### config.mk
export PLATFORM = sky130hd
export DESIGN_NAME = id_stage_pipe
export DESIGN_NICKNAME = d
export VERILOG_FILES = /design/src/rtl/id_stage_pipe.sv
export SDC_FILE = /design/constraint.sdc
export NUM_CORES = 1
export LEC_CHECK = 0
export CAP_MARGIN = 0
export CORE_UTILIZATION = 45
export DETAILED_ROUTE_END_ITERATION = 8
export PLACE_DENSITY = 0.87
export SYNTH_ARGS = -nofsm -noshare
export SYNTH_HDL_FRONTEND = slang
export SYNTH_SLANG_ARGS = --single-unit
export TNS_END_PERCENT = 50
### constraint.sdc
create_clock -name clk -period 4.95 [get_ports clk]
set_input_delay 0.99 -clock clk [delete_from_list [all_inputs] [get_ports clk]]
set_output_delay 0.99 -clock clk [all_outputs]
set_load 0.1 [all_outputs]
### src/rtl/id_stage_pipe.sv
// Registered ID stage: operand forwarding from EX/MEM, branch/JR resolution,
// load-use stall control and the ID/EX pipeline register.
module id_stage_pipe #(
  parameter int DATA_WIDTH = 16,
  parameter int REG_WIDTH  = 4,
  parameter int CTRL_WIDTH = 8,
  parameter int LOAD_STALL = 1
) (
  input  logic                   clk,
  input  logic                   rst,
  input  logic                   id_valid_i,
  input  logic [CTRL_WIDTH-1:0]  ctrl_i,
  input  logic [REG_WIDTH-1:0]   rs1_i,
  input  logic [REG_WIDTH-1:0]   rs2_i,
  input  logic                   rs1_used_i,
  input  logic                   rs2_used_i,
  input  logic [DATA_WIDTH-1:0]  rdata1_i,
  input  logic [DATA_WIDTH-1:0]  rdata2_i,
  input  logic [DATA_WIDTH-1:0]  imm_i,
  input  logic [DATA_WIDTH-1:0]  pcplus1_i,
  input  logic                   is_branch_i,
  input  logic [1:0]             br_mode_i,
  input  logic                   ex_regwrite_i,
  input  logic                   ex_memread_i,
  input  logic [REG_WIDTH-1:0]   ex_regdst_i,
  input  logic [DATA_WIDTH-1:0]  ex_data_i,
  input  logic                   mem_regwrite_i,
  input  logic [REG_WIDTH-1:0]   mem_regdst_i,
  input  logic [DATA_WIDTH-1:0]  mem_data_i,
  input  logic                   ex_stall_i,
  output logic                   stall_o,
  output logic                   ifbranch_o,
  output logic [DATA_WIDTH-1:0]  target_o,
  output logic                   idex_valid_o,
  output logic [CTRL_WIDTH-1:0]  idex_ctrl_o,
  output logic [DATA_WIDTH-1:0]  idex_a_o,
  output logic [DATA_WIDTH-1:0]  idex_b_o,
  output logic [DATA_WIDTH-1:0]  idex_imm_o,
  output logic [2*REG_WIDTH-1:0] idex_rd_src_o
);

  typedef enum logic {RUN, STALL} state_t;

  // The hazard cycle in RUN is itself the first bubble, so STALL only
  // covers the remaining LOAD_STALL-1 cycles.
  localparam bit         MULTI    = (LOAD_STALL > 1);
  localparam logic [2:0] CNT_INIT = MULTI ? 3'(LOAD_STALL - 2) : 3'd0;

  state_t                state, state_nxt;
  logic [2:0]            cnt, cnt_nxt;
  logic [DATA_WIDTH-1:0] fwd_a, fwd_b;
  logic                  rs1_eff, hazard, cond;

  always_comb begin
    fwd_a = rdata1_i;
    if (ex_regwrite_i && !ex_memread_i && ex_regdst_i == rs1_i) fwd_a = ex_data_i;
    else if (mem_regwrite_i && mem_regdst_i == rs1_i)            fwd_a = mem_data_i;
    fwd_b = rdata2_i;
    if (ex_regwrite_i && !ex_memread_i && ex_regdst_i == rs2_i) fwd_b = ex_data_i;
    else if (mem_regwrite_i && mem_regdst_i == rs2_i)            fwd_b = mem_data_i;
  end

  // Conditional branches and JR read rs1 even if the decoder did not flag it.
  assign rs1_eff = rs1_used_i | (is_branch_i & (br_mode_i != 2'b00));
  assign hazard  = id_valid_i & ex_regwrite_i & ex_memread_i &
                   ((rs1_eff & (ex_regdst_i == rs1_i)) |
                    (rs2_used_i & (ex_regdst_i == rs2_i)));

  assign stall_o = ((state == RUN) & hazard) | (state == STALL) | ex_stall_i;

  always_comb begin
    state_nxt = state;
    cnt_nxt   = cnt;
    case (state)
      RUN: if (hazard && MULTI) begin
        state_nxt = STALL;
        cnt_nxt   = CNT_INIT;
      end
      STALL: if (!id_valid_i || cnt == 3'd0) begin
        state_nxt = RUN;
        cnt_nxt   = 3'd0;
      end else begin
        cnt_nxt = cnt - 3'd1;
      end
      default: begin
        state_nxt = RUN;
        cnt_nxt   = 3'd0;
      end
    endcase
  end

  always_ff @(posedge clk or negedge rst) begin
    if (!rst) begin
      state <= RUN;
      cnt   <= 3'd0;
    end else begin
      state <= state_nxt;
      cnt   <= cnt_nxt;
    end
  end

  always_comb begin
    cond = 1'b1;
    case (br_mode_i)
      2'b01:   cond = (fwd_a == '0);
      2'b10:   cond = (fwd_a != '0);
      default: cond = 1'b1;
    endcase
  end

  assign ifbranch_o = id_valid_i & is_branch_i & ~stall_o & cond;
  assign target_o   = (br_mode_i == 2'b11) ? fwd_a : pcplus1_i + imm_i;

  always_ff @(posedge clk or negedge rst) begin
    if (!rst) begin
      idex_valid_o  <= 1'b0;
      idex_ctrl_o   <= '0;
      idex_a_o      <= '0;
      idex_b_o      <= '0;
      idex_imm_o    <= '0;
      idex_rd_src_o <= '0;
    end else if (!ex_stall_i) begin
      if (stall_o || !id_valid_i) begin
        idex_valid_o  <= 1'b0;
        idex_ctrl_o   <= '0;
        idex_a_o      <= '0;
        idex_b_o      <= '0;
        idex_imm_o    <= '0;
        idex_rd_src_o <= '0;
      end else begin
        idex_valid_o  <= 1'b1;
        idex_ctrl_o   <= ctrl_i;
        idex_a_o      <= fwd_a;
        idex_b_o      <= fwd_b;
        idex_imm_o    <= imm_i;
        idex_rd_src_o <= {rs1_i, rs2_i};
      end
    end
  end

endmodule
==> summary.txt <==
Run status
  • Status: completed

GRT
  • Largest net degree at the start of global routing: 70
  • Global-route wire length before repair: between 20000 and 30000 µm
  • Total global-route track usage: 0.327
  • Vias in the first global route: between 4k and 5k
  • Global route overflow: 0
  • Antenna violations before repair: 0

Synth
  • Leading area contributor after synthesis: dfrtp_1
  • Mapped Cells: a little under 500
  • Synth top area share: 0.385
  • FF+latch count, synth: 69
  • Post-synth EDFFs: 0
  • Synth area leaders: dfrtp_1 38%, a22o_1 8.6%, ha_1 5.9%, nand2_1 5.0%, mux2i_1 4.0%
  • Mean area per synthesized cell: just over 9 µm²
  • Mapped cell area: around 4500 µm²
  • Syn_nets: 648
  • Netlist cell types: between 50 and 60
  • Ys Warns: 0
  • Sequential cell area fraction in the yosys report: 0.385
  • Top_reg_cell synth: dfrtp_1
  • Asr flop ratio synth: 1.00

Die
  • Die Footprint: around 10000 µm²
  • Initial Util: 0.462
  • Core Region: 9730 µm²
  • Die Y: 102 µm
  • Die span in x: between 100 and 150 µm
  • Std-Cell Rows: 36
  • I/O pin cnt: roughly 220

Finish
  • # nets final: a little under 900
  • Fraction of layout cells with a size suffix above 1: 0.123
  • Final Instance Count excl. Fillers: ~850
  • Fillers: 680
  • Ant. Diodes: 0
  • P&R area growth vs syn: 63.3%
  • Fin util: 0.754

CTS
  • Worst-skew pair later-pin latency: approximately 0.35 ns
  • CTS tree: done
  • Max Buffers Root-to-Sink: 2
  • CTS H-tree depth: 3
  • Hold_buf cts: 0
  • CTS clk-pin slew, worst paths: about 0.080 ns
  • # clock sinks: 69
  • Total CTS buffers: 9
  • Root buffer cell: clkbuf_8

Timing
  • Tcrit/Tclk final: 0.980
  • Final worst path period need: slightly below 5 ns
  • # setup viols final: 0
  • Least-Margin Pin Slew: between 1 and 1.5 ns
  • FMAX: between 0.2 and 0.25 GHz
  • Slew HR: 0.306
  • RSZ-0062 raised after global routing: yes
  • Hold Fails Final Rpt: 0
  • Skew final: between 0.006 and 0.007 ns
  • Slack of the critical path: around 0.098 ns
  • Max-slew violations: 0
  • Hold Worst Slack: 0.489 ns

Power and ir drop
  • Peak VDD IR: 237 µV
  • PnR Total Power: about 2300 µW
  • Lkg Pwr: approximately 0.0031 µW
  • Power per cell area: ~320 nW/µm²

Detailed routing
  • Final antenna-violating net count: 0
  • Post-route DRC: 0
  • Via count: ~4.9k
  • Drt pass-1 iters: 5
  • DR WL/cell: 19.5 µm
  • Drt total wl: ~17000 µm
  • Initial DRC Count: about 240
  • Vias per inst: approximately 5.8

Placed design
  • Pre-CTS WS: -0.0238 ns
  • Placed cells: between 800 and 900
  • GPL Wtd Cong: 0.881
  • HPWL Detailed: approximately 13000 µm
  • Number of port buffers: around 210

Worst setup path
  • R2R setup slack: ~3.0 ns
  • Crit path max fanout: 16
  • CP endpoint kind: primary output
  • Worst Setup Path Type: in -> out
  • Worst EP required: 3.96 ns
  • Crit path DAT: 3.86 ns
  • Startpoint types: input port

Flow run
  • Max Cap Viol: 0

Min path
  • Min-Delay Path Class: reg -> reg
[synthesized netlist by cell type, types with 3 or more instances]
master,count
dfrtp_1,69
nand2_1,60
a22o_1,44
o21ai_1,32
clkbuf_1,25
ha_1,21
nor3_1,21
mux2i_1,18
nand4_1,18
nor2_1,18
o21ai_0,18
o31ai_1,18
a31oi_1,17
inv_1,15
xor2_1,12
xnor2_1,10
a21oi_1,9
buf_2,6
nor2b_1,6
nand2b_1,5
nand3_1,4
nor4_1,4
a211oi_1,3
a31o_2,3
[area by class of cell]
cell class                 count  area [µm²]  share of cell area
multi-input combinational    376        2640               0.361
tap                          133         166              0.0227
sequential                    69        1730               0.235
clock buffer                   9         124              0.0169
clock inverter                 7         105              0.0143
inverter                      16        60.1             0.00819
timing repair buffer         239        2510               0.342
[repair_timing]
action	4_1_cts	5_1_grt
setup endpoints to repair	2	6
resized for setup	1	12
setup buffers	0	2
pin swaps	0	7
endpoints found under the hold margin	0	0
[cell usage in the layout, fill, tap and decap left out, types with 3 or more instances in the layout]
cell type,instances
o21ai_1,31
buf_4,26
o31ai_2,4
buf_12,18
a31oi_1,17
inv_6,3
nand4_1,18
xor2_1,12
clkbuf_8,9
xnor2_1,10
mux2i_1,18
nor2b_1,5
a22o_1,44
nor3_1,21
nand2_1,60
nand2b_1,5
dfrtp_1,69
inv_1,15
o21ai_0,17
a211oi_1,3
nand3_1,3
a21oi_1,8
nor2_1,17
clkdlybuf4s50_1,192
a31o_2,3
ha_1,20
nor4_1,4
o31ai_1,16
[kinds of logic after synthesis]
family | count (synthesis) | share of synthesized area
flip-flops | 69 | 0.385
XOR/XNOR | 22 | 0.0429
AND/OR/NAND/NOR | 149 | 0.164
adder cells (fa/ha/maj) | 22 | 0.0630
multiplexers | 19 | 0.0426
AO/OA/AOI/OAI | 164 | 0.259
buffers and inverters | 49 | 0.0443
[per-stage QoR]
step	setup TNS (ns)	instance area, µm²
floorplan	-0.877	4510
global placement	0	7040
detailed placement	-0.0238	7040
CTS	0	7280
global route	-0.0386	7330
finish	0	7330
[sequential cells by signal, indices dropped and copies added (netlist names)]
name and count:
idex_b_o 16, state 1, idex_valid_o 1, cnt 3, idex_a_o 16, idex_rd_src_o 8, idex_imm_o 16, idex_ctrl_o 8
[critical path, stage by stage]
cell and delay (ns):
clkdlybuf4s50_1 0.48, nor2b_1 0.19, or3_4 0.50, o31ai_1 0.38
a31oi_1 0.17, nor4_1 0.36, nand4_1 0.21, mux2i_1 0.20
a21oi_4 0.19, buf_12 0.19
[path summary, 6_finish.rpt]
check	startpoint	end	cells after the start
min in group asynchronous	rst	idex_rd_src_o[1]	1
hold / removal	idex_valid_o	idex_valid_o	2
setup reg to reg	state	idex_b_o[11]	6
max in group asynchronous	rst	idex_b_o[1]	1
hold reg to reg	idex_valid_o	idex_valid_o	2
setup / recovery	rs1_i[1]	ifbranch_o	10
[where the power goes]
| group | switching, µW | internal [µW] | total, µW |
|---|---|---|---|
| combinational | 786 | 383 | 1170 |
| sequential | 26.3 | 608 | 634 |
| clock | 248 | 292 | 540 |
| total | 1060 | 1280 | 2340 |
[metal layers]
metal / wire (µm) / share of wire / track usage / vias up
met5: 0 / 0 / 0 / -
met4: 635 / 0.038 / 0.144 / 0
met3: 1030 / 0.062 / 0.0636 / 45
met2: 8070 / 0.49 / 0.536 / 212
met1: 6830 / 0.41 / 0.421 / 2373
li1: - / - / - / 2290
(Power assumes the default switching activity.)
